<file path="config.mk">
export PLATFORM = sky130hd
export DESIGN_NAME = mips150_lsu
export DESIGN_NICKNAME = d
export VERILOG_FILES = /design/src/rtl/mips150_lsu_pkg.sv /design/src/rtl/mips150_load_align.sv /design/src/rtl/mips150_lsu.sv
export SDC_FILE = /design/constraint.sdc
export NUM_CORES = 1
export LEC_CHECK = 0
export ABC_AREA = 1
export BUFFER_PORTS_ARGS = -buffer_cell sky130_fd_sc_hd__buf_2
export CAP_MARGIN = 20
export CORE_ASPECT_RATIO = 0.7
export CORE_MARGIN = 8
export CORE_UTILIZATION = 45
export CTS_CLUSTER_DIAMETER = 100
export DETAILED_ROUTE_END_ITERATION = 8
export GPL_TIMING_DRIVEN = 0
export PLACE_DENSITY = 0.77
export SLEW_MARGIN = 5
export SYNTH_ARGS = -nofsm -noshare
export SYNTH_HDL_FRONTEND = slang
export SYNTH_SLANG_ARGS = --single-unit
</file>
<file path="constraint.sdc">
create_clock -name clk -period 2.2 [get_ports clk]
set_input_delay 0.22 -clock clk [delete_from_list [all_inputs] [get_ports clk]]
set_output_delay 0.22 -clock clk [all_outputs]
set_load 0.02 [all_outputs]
</file>
<file path="src/rtl/mips150_lsu_pkg.sv">
// Shared types, region bit positions and lane helpers for the MIPS150 load/store unit.
package mips150_lsu_pkg;

    typedef enum logic [1:0] {
        SZ_BYTE = 2'b00,
        SZ_HALF = 2'b01,
        SZ_WORD = 2'b10
    } size_e;

    typedef enum logic [1:0] {
        ST_IDLE    = 2'b00,
        ST_IO_REQ  = 2'b01,
        ST_IO_WAIT = 2'b10,
        ST_DONE    = 2'b11
    } state_e;

    localparam int IO_BIT   = 31;
    localparam int IMEM_BIT = 29;
    localparam int DMEM_BIT = 28;

    // Physical byte lane (lane 0 = data[7:0]) holding the addressed byte.
    function automatic logic [1:0] byte_lane(input logic [1:0] lo, input bit big_endian);
        byte_lane = big_endian ? ~lo : lo;
    endfunction

    function automatic logic is_misaligned(input logic [1:0] size, input logic [1:0] lo);
        case (size)
            SZ_BYTE: is_misaligned = 1'b0;
            SZ_HALF: is_misaligned = lo[0];
            default: is_misaligned = (lo != 2'b00);
        endcase
    endfunction

    function automatic logic [3:0] byte_enables(input logic [1:0] size, input logic [1:0] lo,
                                                input bit big_endian);
        logic [1:0] lane;
        lane = byte_lane(lo, big_endian);
        case (size)
            SZ_BYTE: byte_enables = 4'b0001 << lane;
            SZ_HALF: byte_enables = lane[1] ? 4'b1100 : 4'b0011;
            default: byte_enables = 4'b1111;
        endcase
    endfunction

    function automatic logic [31:0] replicate(input logic [1:0] size, input logic [31:0] wdata);
        case (size)
            SZ_BYTE: replicate = {4{wdata[7:0]}};
            SZ_HALF: replicate = {2{wdata[15:0]}};
            default: replicate = wdata;
        endcase
    endfunction

endpackage

</file>
<file path="src/rtl/mips150_load_align.sv">
// Combinational load extraction: picks the addressed byte/half from a memory word and extends it.
module mips150_load_align
    import mips150_lsu_pkg::*;
#(
    parameter bit BIG_ENDIAN = 1'b1
) (
    input  logic [31:0] rdata,
    input  logic [1:0]  addr_lo,
    input  logic [1:0]  size,
    input  logic        sign_ext,
    output logic [31:0] data
);

    logic [1:0]  lane_s;
    logic [7:0]  byte_s;
    logic [15:0] half_s;

    // Lane select followed by sign/zero extension.
    always_comb begin
        lane_s = byte_lane(addr_lo, BIG_ENDIAN);
        byte_s = rdata[{lane_s, 3'b000} +: 8];
        half_s = lane_s[1] ? rdata[31:16] : rdata[15:0];
        case (size)
            SZ_BYTE: data = {{24{sign_ext & byte_s[7]}}, byte_s};
            SZ_HALF: data = {{16{sign_ext & half_s[15]}}, half_s};
            default: data = rdata;
        endcase
    end

endmodule

</file>
<file path="src/rtl/mips150_lsu.sv">
// MIPS150 load/store unit: DMEM/IMEM access issued from X, IO bus handled by a small
// handshake FSM that stalls X until the IO op completes.
module mips150_lsu
    import mips150_lsu_pkg::*;
#(
    parameter int ADDR_W     = 12,
    parameter bit BIG_ENDIAN = 1'b1,
    parameter int IO_TIMEOUT = 255
) (
    input  logic              clk,
    input  logic              rst,
    input  logic              req_valid,
    input  logic              req_we,
    input  logic [1:0]        req_size,
    input  logic              req_signed,
    input  logic [31:0]       req_addr,
    input  logic [31:0]       req_wdata,
    input  logic [4:0]        req_rd,
    output logic              lsu_stall,
    output logic              wb_valid,
    output logic [4:0]        wb_rd,
    output logic [31:0]       wb_data,
    output logic              misalign,
    output logic              io_timeout,
    output logic [3:0]        dmem_we,
    output logic [ADDR_W-1:0] dmem_addr,
    output logic [31:0]       dmem_wdata,
    input  logic [31:0]       dmem_rdata,
    output logic [3:0]        imem_we,
    output logic [ADDR_W-1:0] imem_addr,
    output logic [31:0]       imem_wdata,
    output logic              io_req_valid,
    input  logic              io_req_ready,
    output logic              io_we,
    output logic [3:0]        io_be,
    output logic [31:0]       io_addr,
    output logic [31:0]       io_wdata,
    input  logic              io_resp_valid,
    input  logic [31:0]       io_rdata
);

    localparam int TO_W = (IO_TIMEOUT < 2) ? 1 : $clog2(IO_TIMEOUT + 1);
    localparam logic [TO_W-1:0] TO_LIMIT = TO_W'(IO_TIMEOUT - 1);

    state_e          state_r;
    logic [TO_W-1:0] to_cnt_r;
    logic [4:0]      io_rd_r;
    logic [1:0]      io_lo_r;
    logic [1:0]      io_size_r;
    logic            io_sgn_r;
    logic [31:0]     io_data_r;
    logic [1:0]      ld_lo_r;
    logic [1:0]      ld_size_r;
    logic            ld_sgn_r;
    logic            wb_dmem_r;

    logic            is_io_s;
    logic            mis_s;
    logic            live_s;
    logic            to_hit_s;
    logic [3:0]      be_s;
    logic [31:0]     wrep_s;
    logic [31:0]     dmem_ext_s;
    logic [31:0]     io_ext_s;

    assign is_io_s  = req_addr[IO_BIT];
    assign mis_s    = is_misaligned(req_size, req_addr[1:0]);
    assign be_s     = byte_enables(req_size, req_addr[1:0], BIG_ENDIAN);
    assign wrep_s   = replicate(req_size, req_wdata);
    assign to_hit_s = (IO_TIMEOUT != 0) && (to_cnt_r == TO_LIMIT);

    // Memory accesses only leave in IDLE; in DONE the held X request is an IO op being retired.
    assign live_s     = req_valid & (state_r == ST_IDLE) & ~rst & ~mis_s & ~is_io_s;
    assign dmem_we    = (live_s & req_we & req_addr[DMEM_BIT]) ? be_s : 4'b0000;
    assign imem_we    = (live_s & req_we & req_addr[IMEM_BIT]) ? be_s : 4'b0000;
    assign dmem_addr  = req_addr[ADDR_W+1:2];
    assign imem_addr  = req_addr[ADDR_W+1:2];
    assign dmem_wdata = wrep_s;
    assign imem_wdata = wrep_s;

    assign lsu_stall = (state_r == ST_IO_REQ) | (state_r == ST_IO_WAIT) |
                       ((state_r == ST_IDLE) & req_valid & is_io_s & ~mis_s);

    // DMEM data arrives one cycle after the request, so it is aligned on the way out.
    assign wb_data = wb_dmem_r ? dmem_ext_s : io_data_r;

    mips150_load_align #(.BIG_ENDIAN(BIG_ENDIAN)) u_dmem_align (
        .rdata    (dmem_rdata),
        .addr_lo  (ld_lo_r),
        .size     (ld_size_r),
        .sign_ext (ld_sgn_r),
        .data     (dmem_ext_s)
    );

    mips150_load_align #(.BIG_ENDIAN(BIG_ENDIAN)) u_io_align (
        .rdata    (io_rdata),
        .addr_lo  (io_lo_r),
        .size     (io_size_r),
        .sign_ext (io_sgn_r),
        .data     (io_ext_s)
    );

    // IO handshake FSM, write-back and pulse registers.
    always_ff @(posedge clk) begin
        if (rst) begin
            state_r      <= ST_IDLE;
            to_cnt_r     <= '0;
            io_req_valid <= 1'b0;
            io_we        <= 1'b0;
            io_be        <= 4'b0000;
            io_addr      <= 32'h0000_0000;
            io_wdata     <= 32'h0000_0000;
            io_rd_r      <= 5'd0;
            io_lo_r      <= 2'b00;
            io_size_r    <= 2'b00;
            io_sgn_r     <= 1'b0;
            io_data_r    <= 32'h0000_0000;
            ld_lo_r      <= 2'b00;
            ld_size_r    <= 2'b00;
            ld_sgn_r     <= 1'b0;
            wb_dmem_r    <= 1'b0;
            wb_valid     <= 1'b0;
            wb_rd        <= 5'd0;
            misalign     <= 1'b0;
            io_timeout   <= 1'b0;
        end else begin
            wb_valid   <= 1'b0;
            misalign   <= 1'b0;
            io_timeout <= 1'b0;
            if (to_cnt_r != {TO_W{1'b1}}) begin
                to_cnt_r <= to_cnt_r + TO_W'(1);
            end else begin
                to_cnt_r <= to_cnt_r;
            end
            case (state_r)
                ST_IDLE: begin
                    if (req_valid && mis_s) begin
                        misalign <= 1'b1;
                    end else if (req_valid && is_io_s) begin
                        io_req_valid <= 1'b1;
                        io_we        <= req_we;
                        io_be        <= be_s;
                        io_addr      <= req_addr;
                        io_wdata     <= wrep_s;
                        io_rd_r      <= req_rd;
                        io_lo_r      <= req_addr[1:0];
                        io_size_r    <= req_size;
                        io_sgn_r     <= req_signed;
                        to_cnt_r     <= '0;
                        state_r      <= ST_IO_REQ;
                    end else if (req_valid && !req_we) begin
                        wb_valid  <= 1'b1;
                        wb_rd     <= req_rd;
                        wb_dmem_r <= 1'b1;
                        ld_lo_r   <= req_addr[1:0];
                        ld_size_r <= req_size;
                        ld_sgn_r  <= req_signed;
                    end else begin
                        state_r <= ST_IDLE;
                    end
                end
                ST_IO_REQ: begin
                    if (io_req_ready) begin
                        io_req_valid <= 1'b0;
                        to_cnt_r     <= '0;
                        state_r      <= io_we ? ST_DONE : ST_IO_WAIT;
                    end else if (to_hit_s) begin
                        io_req_valid <= 1'b0;
                        io_timeout   <= 1'b1;
                        io_data_r    <= 32'h0000_0000;
                        to_cnt_r     <= '0;
                        state_r      <= ST_DONE;
                    end else begin
                        state_r <= ST_IO_REQ;
                    end
                end
                ST_IO_WAIT: begin
                    if (io_resp_valid) begin
                        io_data_r <= io_ext_s;
                        to_cnt_r  <= '0;
                        state_r   <= ST_DONE;
                    end else if (to_hit_s) begin
                        io_timeout <= 1'b1;
                        io_data_r  <= 32'h0000_0000;
                        to_cnt_r   <= '0;
                        state_r    <= ST_DONE;
                    end else begin
                        state_r <= ST_IO_WAIT;
                    end
                end
                ST_DONE: begin
                    to_cnt_r <= '0;
                    state_r  <= ST_IDLE;
                    if (!io_we) begin
                        wb_valid  <= 1'b1;
                        wb_rd     <= io_rd_r;
                        wb_dmem_r <= 1'b0;
                    end else begin
                        wb_dmem_r <= wb_dmem_r;
                    end
                end
                default: state_r <= ST_IDLE;
            endcase
        end
    end

endmodule

</file>
After elaboration in Yosys (flattened, before gate mapping)
Cells that the tools add are included.
{"block": "classes", "n_addsub": 1, "n_eq_ne": 16, "n_shift": 3, "mux": 56, "bitwise": 24, "n_reduce_logical": 19}
{"operator": "$pmux W32 S2", "n": 4}
{"operator": "$mux W32", "n": 4}
{"operator": "$shiftx A32 B6 Y8", "n": 2}
{"operator": "$mux W8", "n": 6}
{"operator": "$mux W16", "n": 2}
{"operator": "$pmux W8 S4", "n": 1}
{"operator": "$mux W5", "n": 4}
{"operator": "$mux W1", "n": 19}
{"operator": "$and A1 B1 Y1", "n": 13}
{"operator": "$mux W4", "n": 3}
{"operator": "$mux W2", "n": 5}
{"operator": "$pmux W1 S2", "n": 5}
{"operator": "$pmux W5 S2", "n": 1}
{"operator": "$add A8 B1 Y8 const B", "n": 1}
{"operator": "$eq A2 B1 Y1 const B", "n": 4}
{"operator": "$eq A8 B8 Y1 const B", "n": 1}
{"operator": "$logic_not A2 Y1", "n": 4}
{"operator": "$ne A2 B2 Y1 const B", "n": 4}
{"operator": "$ne A8 B8 Y1 const B", "n": 1}
{"operator": "$pmux W2 S4", "n": 1}
{"operator": "$pmux W4 S2", "n": 1}
{"operator": "$reduce_and A4 Y1", "n": 2}
{"operator": "$reduce_bool A2 Y1", "n": 4}
{"operator": "$ne A3 B3 Y1 const B", "n": 2}
{"operator": "12 further kinds", "n": 25}
{"block": "totals", "ff_bits": 136, "input_bits": 142, "out_inout_bits": 207, "elab_cells": 139}

Logic depth before layout (Yosys ltp)
{"block": "depth", "word_depth": 8, "depth_mapped": 10}

By module
From an unflattened synthesis, not the netlist that was laid out.
{"block": "unflattened", "cells_unflattened": 1259, "area_unflattened_um2": 8585.7}
{"mod": "mips150_lsu", "n_inst": 1, "cells_per_inst": 947, "area_each_um2": 6906.6, "seq_area_each_um2": 2682.6}
{"mod": "mips150_load_align", "n_inst": 2, "cells_per_inst": 156, "area_each_um2": 839.6, "seq_area_each_um2": 0.0}

Worst setup path after synthesis
No wires, ideal clock.
{"block": "synth_timing", "kind": "register -> output", "startpoint": "reg state_r[0]", "endpoint": "out dmem_we[0]", "t_arrival_ns": 1.538, "required_time_ns": 1.980, "slack_ns": 0.442, "path_stages_with_launch": 9, "n_path_buf": 0, "path_cell_list": "dfxtp_1 -> inv_1 -> ha_1 -> nand2_1 -> inv_1 -> nand3_1 -> nor3_1 -> nand2_1 -> nor2_1"}
{"block": "synth_between", "elab_chain_cells": 8}
{"element": "start: declaration", "line_no": "mips150_lsu.sv:45", "source": "state_e state_r;"}
{"element": "start signal: assignment", "line_no": "mips150_lsu.sv:166", "source": "state_r <= io_we ? ST_DONE : ST_IO_WAIT;"}
{"element": "$logic_not A2 Y1", "line_no": "mips150_lsu.sv:73", "source": "assign live_s = req_valid & (state_r == ST_IDLE) & ~rst & ~mis_s & ~is_io_s;"}
{"element": "$and A1 B1 Y1 (4 in a row)", "line_no": "mips150_lsu.sv:73"}
{"element": "$and A1 B1 Y1 (2 in a row)", "line_no": "mips150_lsu.sv:74", "source": "assign dmem_we = (live_s & req_we & req_addr[DMEM_BIT]) ? be_s : 4'b0000;"}
{"element": "$mux W4", "line_no": "mips150_lsu.sv:74"}
{"element": "end: declaration", "line_no": "mips150_lsu.sv:25", "source": "output logic [3:0] dmem_we,"}
Every way passes these cells.

Worst setup path after layout
{"block": "layout_timing", "startpoint": "reg ld_lo_r[1]", "endpoint": "out wb_data[23]"}
{"block": "layout_between", "elab_chain_cells": 5, "word_cells_on_any_way": 7, "cone_classes": "shift: 1; mux: 3; bitwise: 3"}
{"element": "start: declaration", "line_no": "mips150_lsu.sv:52", "source": "logic [1:0] ld_lo_r;"}
{"element": "start signal: assignment", "line_no": "mips150_lsu.sv:155", "source": "ld_lo_r <= req_addr[1:0];"}
{"element": "$not A2 Y2 (*)", "line_no": "mips150_lsu_pkg.sv:23", "source": "byte_lane = big_endian ? ~lo : lo;"}
{"element": "$shiftx A32 B6 Y8 / $mux W16 (equally long branches)", "line_no": "mips150_load_align.sv:21, mips150_load_align.sv:22"}
{"element": "$and A1 B1 Y1 (on tied branches)", "line_no": "mips150_load_align.sv:24, mips150_load_align.sv:25"}
{"element": "$pmux W32 S2 (*)", "line_no": "mips150_load_align.sv:23", "source": "case (size)"}
{"element": "$mux W32 (*)", "line_no": "mips150_lsu.sv:85", "source": "assign wb_data = wb_dmem_r ? dmem_ext_s : io_data_r;"}
{"element": "end: declaration", "line_no": "mips150_lsu.sv:22", "source": "output logic [31:0] wb_data,"}
Mark *: on every way between the ends. The rest lies on a longest branch, timed or not.

==> qor.csv <==
metric,value,unit
status,"complete, no violations",
Die Width,172,µm
Psw,0.00279,W
cts hold-fix bufs,0,
HP Class,input port to register,
Initial Utilization,45.4,%
1st-pass router iterations,6,
"Arr. time, crit path",1950,ps
diodes inserted,0,
row cnt,40,
GP Congestion,0.942,
critical path type,register to output port,
DRT iter0 DRCs,911,
fillcell total,1681,
final hold vios,0,
syn_nets,1352,
"EDFF count, synth",0,
Total Neg Setup Slack,0,ps
Root Driver,clkbuf_16,
DRT Wirelength,31700,µm
CTS tree,built,
area delta synth->final,37.6,%
"Seq/Total Area, Yosys",35.0,%
vias per inst,5.15,
Synth top cells by count,"nand2_1 (281), nor2_1 (188), dfxtp_1 (134), o21ai_0 (122), a21oi_1 (102)",
Final Instance Area,10600,µm²
"top cells by area, synth","dfxtp_1 (35%), nand2_1 (14%), nor2_1 (9.2%)",
skew final,11.7,ps
Cells after Synth,1203,
max-cap violations,0,
Async SR Flop Fraction,0,%
Comb pwr share,31.7,%
nature of the critical path endpoint,output port,
IO Pins,349,
layout cell share with drive strength beyond 1,34.2,%
total grt overflow,0,
WP data required,1980,ps
"count leader, synth",nand2_1,
worst slew pin tran,637,ps
worst skew pair latency,420,ps
die area,21600,µm²
largest net degree at the start of global routing,17,
top cell type by total area after synthesis,dfxtp_1,
Max Root-Sink Buffers,2,
DRT antenna net count,0,
core box area,16900,µm²
setup violators final,0,
DP Area,9700,µm²
Sw Ratio,35.7,%
Remaining DRCs,0,
TritonCTS Buffers,17,
vias in the first global route,8593,
synth unique cells,40,
PD cells,741,nW/µm²
DR WL/cell,17.4,µm
overall routing resource usage,27.9,%
post-synth top area share,35.0,%
sequential share of power,34.0,%
predominant post-synthesis flop cell,dfxtp_1,
H-tree Lvls,4,
NumNets Final,1729,
Leakage,5.64,nW
Max VDD drop,0.558,mV
Clock Sinks,134,
Synth Register Bits,134,
first-pass GRT wire length,47500,µm
f_max,0.461,GHz
Final Max Slew Viols,0,
yosys warns,0,
port bufs,347,
Worst-path clk slew,60,ps
Int Power,0.00503,W
initial antenna violation count,1,
Die Span Y,125,µm
vias,9401,
Slew HR,57.5,%
CP max FO,8,
period utilisation layout,98.5,%
Avg Inst Size Synth,6.38,µm²
fin crit period,2170,ps
final core utilization,62.4,%
post-DP HPWL,25300,µm
Post-Syn Area,7670,µm²
Critical Path Start Type,register,
RSZ-0062 raised after global routing,true,
clock network power share,34.3,%
==> cells in the final DEF, fill, tap and decap left out, drive strengths merged <==
cell type    n
dfxtp      134
o211ai       2
a21o         1
nand2      282
o2111ai      4
inv         83
buf        446
o21ai      123
o21bai       1
xor2         3
a21boi       2
a21oi      104
nor2b        1
clkinv       5
or2         26
nand4        3
ha           7
clkinvlp     4
clkbuf      62
nand3b       1
o22ai        1
bufinv       1
a211oi       3
nor2       190
xnor2        1
a22oi        7
nand3       92
nor3         3
a31oi        1
==> registers in the layout, indices dropped and copies added, names as in the netlist, 2 cells and up, named ones only <==
signal,cells
io_addr,32
io_be,4
io_data_r,32
io_rd_r,5
io_size_r,2
io_wdata,32
ld_lo_r,2
ld_size_r,2
to_cnt_r,8
wb_rd,5
==> power groups by stage <==
| stage | logic, W | registers [W] | clock network, W |
|---|---|---|---|
| finish | 0.00248 | 0.00266 | 0.00269 |
| global route | 0.00267 | 0.00268 | 0.00282 |
| CTS | 0.00238 | 0.00265 | 0.00270 |
| detailed placement | 0.00235 | 0.00270 | 0 |
| global placement | 0.00233 | 0.00270 | 0 |
| floorplan | 0.00138 | 0.00282 | 0 |
==> worst max-delay path: stages, from the launching register on <==
cell and delay, ps:
dfxtp_2 310, buf_6 130, nand2_1 70, a21boi_4 200, nand2_2 80, nand4_1 110, buf_6 140, buf_6 120
nand3_1 110, nand2_1 80, inv_1 30, buf_2 150
==> routing by layer <==
layer  vias up  track usage [%]  part of all wire, %
li1       4566                -                    -
met4         2             7.68                  1.7
met2       478             40.4                   43
met5         -                0                0.041
met1      4314             39.9                   45
met3        41             7.17                  9.9
==> final timing paths <==
| path | startpoint | end | slack (ps) | cells after the start |
|---|---|---|---|---|
| min reg2reg | wb_rd[2] | wb_rd[2] | 460 | 2 |
| max reg2reg | state_r[0] | io_data_r[31] | 130 | 8 |
| max | ld_lo_r[1] | wb_data[23] | 30 | 11 |
| min | req_addr[22] | io_addr[22] | 50 | 3 |
==> logic make-up after synthesis <==
logic type / Yosys count / share of synthesized area [%]
buffers and inverters: 211 / 14.1
AO/OA/AOI/OAI: 249 / 17.2
adder cells (fa/ha/maj): 7 / 1.14
XOR/XNOR: 4 / 0.457
flip-flops: 134 / 35.0
AND/OR/NAND/NOR: 598 / 32.1
==> through the flow <==
| step | total power, W | setup slack [ps] | hold WS [ps] | std cells |
|---|---|---|---|---|
| finish | 0.00782 | 32.3 | 47.9 | 1824 |
| detailed placement | 0.00505 | 6.10 | 456 | 1781 |
| global placement | 0.00503 | 34.2 | 451 | 1781 |
| global route | 0.00816 | -60.6 | 51.0 | 1824 |
| CTS | 0.00773 | -10.9 | 40.1 | 1816 |
| floorplan | 0.00420 | 442 | 369 | 1203 |
==> final cells by class <==
| type | count | area, µm² | area share, % |
|---|---|---|---|
| Multi-Input combinational cell | 858 | 4040 | 38.2 |
| Sequential cell | 134 | 2690 | 25.5 |
| Timing Repair Buffer | 359 | 1860 | 17.6 |
| Buffer | 130 | 816 | 7.73 |
| Clock buffer | 19 | 433 | 4.10 |
| Inverter | 80 | 313 | 2.96 |
| Tap cell | 231 | 289 | 2.74 |
| Clock inverter | 13 | 125 | 1.18 |
==> timing repair <==
item,in CTS,in global routing
gates resized for setup,21,59
gates cloned,0,2
pin swaps,2,12
endpoints found under the setup margin,38,61
buffers inserted,3,7
Power figures use the tool's default switching activity.
